## src/rtl/cp0_exc_ctrl_pkg.sv

```systemverilog
// Shared definitions for the CP0 exception/ERET sequencer: Cause.ExcCode
// values, exc_req bit positions, sequencer state encoding and CP0 addresses.
package cp0_exc_ctrl_pkg;

  // Cause.ExcCode values
  localparam logic [4:0] EXC_INT  = 5'd0;
  localparam logic [4:0] EXC_ADEL = 5'd4;
  localparam logic [4:0] EXC_ADES = 5'd5;
  localparam logic [4:0] EXC_SYS  = 5'd8;
  localparam logic [4:0] EXC_BP   = 5'd9;
  localparam logic [4:0] EXC_RI   = 5'd10;
  localparam logic [4:0] EXC_OV   = 5'd12;

  // Bit positions inside exc_req
  localparam int EXC_BIT_ADEL_IF = 0;
  localparam int EXC_BIT_RI      = 1;
  localparam int EXC_BIT_OV      = 2;
  localparam int EXC_BIT_SYS     = 3;
  localparam int EXC_BIT_BP      = 4;
  localparam int EXC_BIT_ADEL_LD = 5;
  localparam int EXC_BIT_ADES    = 6;

  // CP0 register number of Status
  localparam logic [5:0] cp0addr_STATUS = 6'd12;

  // Sequencer states
  typedef enum logic [1:0] {
    ST_IDLE  = 2'd0,
    ST_FLUSH = 2'd1,
    ST_REDIR = 2'd2
  } state_e;

endpackage

```

## src/rtl/cp0_exc_ctrl_prio.sv

```systemverilog
// Combinational priority encoder: picks the highest-priority pending cause
// (interrupt first, then exc_req bit 0 upwards) and reports its ExcCode.
module cp0_exc_prio
  import cp0_exc_ctrl_pkg::*;
(
  input  logic       int_take,
  input  logic [6:0] exc_req,
  output logic       any,
  output logic [4:0] exc_code
);

  // Fixed-priority selection; exc_code is EXC_INT when nothing is pending
  always_comb begin
    any      = int_take | (|exc_req);
    exc_code = EXC_INT;
    if (int_take)                          exc_code = EXC_INT;
    else if (exc_req[EXC_BIT_ADEL_IF])     exc_code = EXC_ADEL;
    else if (exc_req[EXC_BIT_RI])          exc_code = EXC_RI;
    else if (exc_req[EXC_BIT_OV])          exc_code = EXC_OV;
    else if (exc_req[EXC_BIT_SYS])         exc_code = EXC_SYS;
    else if (exc_req[EXC_BIT_BP])          exc_code = EXC_BP;
    else if (exc_req[EXC_BIT_ADEL_LD])     exc_code = EXC_ADEL;
    else if (exc_req[EXC_BIT_ADES])        exc_code = EXC_ADES;
  end

endmodule

```

## src/rtl/cp0_exc_ctrl.sv

```systemverilog
// CP0 exception/ERET sequencer at the MEM->WB boundary. Issues the one-cycle
// exception strobe, owns Status.EXL, then flushes the pipe for FLUSH_CYCLES
// and emits a single-cycle fetch redirect to the vector or to EPC.
// Handshake: redirect_valid is a one-cycle strobe with no ready; the front
// end must accept it and must stall whenever busy is high.
module cp0_exc_ctrl
  import cp0_exc_ctrl_pkg::*;
#(
  parameter logic [31:0] EXC_VECTOR   = 32'hBFC00380,
  parameter int unsigned FLUSH_CYCLES = 2,
  parameter logic [5:0]  STATUS_ADDR  = cp0addr_STATUS
) (
  input  logic        clk,
  input  logic        rst_n,
  input  logic        wb_valid,
  input  logic [6:0]  exc_req,
  input  logic        int_pending,
  input  logic        eret,
  input  logic [31:0] wb_pc,
  input  logic        wb_bd,
  input  logic [31:0] cp0_EPC_data,
  input  logic        mtc0_we,
  input  logic [5:0]  cp0_addr,
  input  logic [31:0] mtc0_data,
  output logic        exception,
  output logic        EXL,
  output logic        BD,
  output logic [4:0]  exc_code,
  output logic        flush,
  output logic        redirect_valid,
  output logic [31:0] redirect_pc,
  output logic        busy
);

  localparam logic [3:0] CNT_INIT = 4'(FLUSH_CYCLES - 1);

  state_e      state, state_d;
  logic [3:0]  cnt_q;
  logic [31:0] target_q;
  logic        exl_q;

  logic        int_take;
  logic        exc_any;
  logic [4:0]  prio_code;
  logic        in_idle;
  logic        take;
  logic        start_eret;
  logic        status_wr;

  // EPC is captured inside the CP0 register file, so wb_pc and the other
  // Status bits are not needed here
  logic        unused_inputs;
  assign unused_inputs = ^{wb_pc, mtc0_data[31:2], mtc0_data[0]};

  assign int_take   = int_pending & ~exl_q;
  assign in_idle    = (state == ST_IDLE);
  assign take       = in_idle & wb_valid & exc_any;
  assign start_eret = in_idle & eret & ~take;
  assign status_wr  = in_idle & mtc0_we & (cp0_addr == STATUS_ADDR);

  cp0_exc_prio u_prio (
    .int_take (int_take),
    .exc_req  (exc_req),
    .any      (exc_any),
    .exc_code (prio_code)
  );

  // State register
  always_ff @(posedge clk or negedge rst_n) begin
    if (!rst_n) state <= ST_IDLE;
    else        state <= state_d;
  end

  // Next-state: IDLE -> FLUSH on take/eret, FLUSH -> REDIR when count hits 0
  always_comb begin
    state_d = state;
    unique case (state)
      ST_IDLE:  if (take || start_eret) state_d = ST_FLUSH;
      ST_FLUSH: if (cnt_q == 4'd0)      state_d = ST_REDIR;
      ST_REDIR: state_d = ST_IDLE;
      default:  state_d = ST_IDLE;
    endcase
  end

  // Flush counter: loaded on entry, counts down while flushing
  always_ff @(posedge clk or negedge rst_n) begin
    if (!rst_n)                               cnt_q <= 4'd0;
    else if (take || start_eret)              cnt_q <= CNT_INIT;
    else if (state == ST_FLUSH && cnt_q != 0) cnt_q <= cnt_q - 4'd1;
  end

  // Redirect target: exception vector or the EPC seen with the ERET
  always_ff @(posedge clk or negedge rst_n) begin
    if (!rst_n)          target_q <= 32'd0;
    else if (take)       target_q <= EXC_VECTOR;
    else if (start_eret) target_q <= cp0_EPC_data;
  end

  // Status.EXL: sequencer entry/exit outranks a same-cycle mtc0 write
  always_ff @(posedge clk or negedge rst_n) begin
    if (!rst_n)          exl_q <= 1'b0;
    else if (take)       exl_q <= 1'b1;
    else if (start_eret) exl_q <= 1'b0;
    else if (status_wr)  exl_q <= mtc0_data[1];
  end

  // Outputs: strobes decoded from state; exception/BD/exc_code only on take
  always_comb begin
    exception      = take;
    BD             = take & wb_bd;
    exc_code       = take ? prio_code : 5'd0;
    EXL            = exl_q;
    flush          = (state != ST_IDLE);
    busy           = (state != ST_IDLE);
    redirect_valid = (state == ST_REDIR);
    redirect_pc    = (state == ST_REDIR) ? target_q : 32'd0;
  end

endmodule

```

## config.mk

```make
export PLATFORM = sky130hd
export DESIGN_NAME = cp0_exc_ctrl
export DESIGN_NICKNAME = d
export VERILOG_FILES = /design/src/rtl/cp0_exc_ctrl_pkg.sv /design/src/rtl/cp0_exc_ctrl_prio.sv /design/src/rtl/cp0_exc_ctrl.sv
export SDC_FILE = /design/constraint.sdc
export NUM_CORES = 1
export LEC_CHECK = 0
export ABC_CLOCK_PERIOD_IN_PS = 3600
export CAP_MARGIN = 40
export CORE_MARGIN = 2
export CORE_UTILIZATION = 30
export CTS_BUF_LIST = sky130_fd_sc_hd__clkbuf_2
export DETAILED_ROUTE_END_ITERATION = 10
export PLACE_DENSITY = 0.78
export SLEW_MARGIN = 15
export SYNTH_ARGS = -nofsm -noshare
export SYNTH_HDL_FRONTEND = slang
export SYNTH_SLANG_ARGS = --single-unit
```

## constraint.sdc

```tcl
create_clock -name clk -period 3.6 [get_ports clk]
set_input_delay 0.54 -clock clk [delete_from_list [all_inputs] [get_ports clk]]
set_output_delay 0.54 -clock clk [all_outputs]
set_load 0.01 [all_outputs]
```

==> results_dict.tcl, run 1 <==
set metrics [dict create \
    status "finished, final reports clean" \
    cp_slowest_cell "clkdlybuf4s50_1" \
    maxCapViolCount 0 \
    path_class "input port to primary output" \
    grt_pass1_wl_um 7990 \
    ir_drop_uv 238 \
    grt_overflow 0 \
    clockBufferDepth 2 \
    cts_buffers 5 \
    dp_cells 331 \
    synthesis.area_um2 1870 \
    hp-class "input port to async pin" \
    rows 28 \
    drc 0 \
    clkTransAtPathRegs_ps 200 \
    p_switching_w 0.000570 \
    synthArstFlopShare 1.00 \
    tns_ps 0 \
    post_cts_resized 0 \
    avgViaCountPerCell 4.68 \
    io_buffers 94 \
    cts_setup_buffers 0 \
    drt-wirelength-per-cell_um 13.6 \
    ys_types 34 \
    drive_above_1_share 0.0720 \
    clk_latency_ps 380 \
    layout.nets 381 \
    r2r-start "state[1]$_DFFE_PN0P_" \
    seqPwrFrac 0.432 \
    finalHoldViolations 0 \
    crit_chain "clkdlybuf4s50_1, nor4_4, a31oi_2, nand3_1, nor3b_1, clkdlybuf4s50_1" \
    fin_crit_sh 0.862 \
    synth_warnings 0 \
    cts_tree "built" \
    syn_area_per_cell_um2 11.0 \
    reg2reg_depth 4 \
    dp_hpwl_um 3520 \
    worstPathRequired_ps 3060 \
    grt_pass1_vias 1690 \
    postRouteAntennaNets 0 \
    cts_hold_buf 0 \
    arrival_ps 2560 \
    cp-end-kind "primary output" \
    worstPathMaxFanout 7 \
    yosysMostFrequentCell "dfrtp_1" \
    totalWireLength_um 4600 \
    pwr-share-comb 0.419 \
    htree_levels 2 \
    setup_viol 0 \
    sw_frac_of_total 0.333 \
    synth_cells 170 \
    chipHeight_um 83.0 \
    cpMostUsedCell "clkdlybuf4s50_1" \
    ioPinCount 159 \
    cts.sink_count 39 \
    ys_ff_latch 39 \
    r2r-end "target_q[22]$_DFFE_PN0P_" \
    antenna_found_initial 0 \
    yosys-top-cells-area "dfrtp_1 52%, and2_1 11%, a22o_1 9.3%" \
    area_growth_syn_to_layout_pct 58.1 \
    synth_top_area_frac 0.521 \
    dr.pass1.iters 6 \
    synthesis.nets 288 \
    start_kind "input port" \
    slowest_delay_ps 570 \
    vias 1585 \
    antenna_cells 0 \
    final.min_clock_period_ps 3100 \
    r2r_slack_ps 1820 \
    p_int_w 0.00114 \
    synth_ff_type "dfrtp_1" \
    core_area_um2 5990 \
    grt.total_usage 0.140 \
    slew_viol_final 0 \
    synth_enable_flop_cells 0 \
    start_util 0.313 \
    fmax_mhz 322 \
    root_buffer "clkbuf_2" \
    synthTopCellsByCount "39 x dfrtp_1, 33 x and2_1, 20 x a22o_1" \
    clockPowerShare 0.149 \
    ys_seq_area_frac 0.521 \
    p_leak_nw 1.23 \
    gp_congestion 0.780 \
    tightest_slew_ps 553 \
    dieArea_um2 6900 \
    slew_headroom 0.632 \
    die_w_um 83.0 \
    synth.largest_area_cell "dfrtp_1" \
    clock_skew_ps 13.2 \
    stdcell_count 339 \
    p_per_area_nw_per_um2 577 \
    rsz0062_at_grt "no" \
    grt_start_max_net_pins 27 \
    first_iter_violations 56 \
]
## through the flow
| step | hold slack (ps) | area, um^2 | setup slack, ps | utilization | total power [W] |
|---|---|---|---|---|---|
| 2_1_floorplan | 244 | 1870 | 1670 | - | 0.00118 |
| 3_3_place_gp | 458 | 2860 | 537 | 0.477 | 0.00144 |
| 3_5_place_dp | 469 | 2900 | 498 | 0.484 | 0.00148 |
| 4_1_cts | 42.6 | 2960 | 495 | 0.495 | 0.00174 |
| 5_1_grt | 37.2 | 2960 | 312 | 0.495 | 0.00185 |
| 6_report | 59.2 | 2960 | 498 | 0.495 | 0.00171 |
## power groups by stage
stage                     Combinational, W  Clock (W)  Sequential, W
after detailed placement          0.000731          0       0.000744
final                             0.000717   0.000256       0.000739
after global routing              0.000795   0.000289       0.000768
after global placement            0.000699          0       0.000739
after floorplan                   0.000463          0       0.000721
after CTS                         0.000730   0.000270       0.000739
## critical path: cells and delay by family
family / cells / cell delay (ps)
buffers and inverters: 2 / 1130
AND/OR/NAND/NOR: 3 / 530
AO/OA/AOI/OAI: 1 / 370
## final cells by class
type | instances | area, um^2
sequential | 39 | 976
inverter | 7 | 26.3
tap | 75 | 93.8
clock inverter | 3 | 38.8
multi-input combinational | 112 | 811
clock buffer | 5 | 25.0
fill | 537 | 3030
timing repair buffer | 98 | 993
## sequential cells by signal, indices dropped and copies added (netlist names)
signal,cells
EXL,1
target_q,32
cnt_q,4
state,2
## worst max path at each step
stage,from,endpoint,slack (ps),cells past startpoint
2_1_floorplan,exc_req[5],exc_code[1],1670,4
3_3_place_gp,exc_req[0],exc_code[1],540,6
3_5_place_dp,exc_req[0],exc_code[1],500,6
4_1_cts,exc_req[0],exc_code[1],490,6
5_1_grt,exc_req[0],exc_code[1],310,6
6_report,exc_req[0],exc_code[1],500,6
## logic make-up after synthesis
group,Yosys count,share of synthesized area
multiplexers,1,0.00534
flip-flops,39,0.521
buffers and inverters,19,0.0494
AND/OR/NAND/NOR,64,0.208
AO/OA/AOI/OAI,41,0.188
other,1,0.00200
XOR/XNOR,3,0.0140
adder cells (fa/ha/maj),2,0.0133
## placed cells by master, fill, tap and decap left out, types with 3 or more instances in the layout
master / Yosys / routed
nor2_1: 5 / 5
inv_1: 7 / 7
a22o_1: 20 / 20
o22a_1: 12 / 12
nor3_1: 5 / 5
and2_1: 33 / 33
nand3_1: 3 / 3
nand2_1: 5 / 5
dfrtp_1: 39 / 39
clkdlybuf4s50_1: 0 / 93
clkbuf_2: 0 / 5
a21oi_1: 3 / 3
## metal layers
layer / vias to the layer above / wire, um / track usage / part of all wire
li1: 781 / - / - / -
met1: 743 / 2070 / 0.172 / 0.45
met2: 56 / 2240 / 0.243 / 0.49
met3: 5 / 251 / 0.0427 / 0.055
met4: 0 / 43 / 0.0313 / 0.0093
met5: - / 0 / 0 / 0
(Power assumes the default switching activity.)
==> run 2: changes to the inputs <==
ABC_CLOCK_PERIOD_IN_PS = unset   (was 3600)
==> results of run 2 <==
Final layout, timing and power as in run 1 (identical DEF).
==> run 3: changes to the inputs <==
CTS_CLUSTER_DIAMETER = 150   (was unset)
==> results of run 3 <==
Final layout, timing and power as in run 1 (identical DEF).
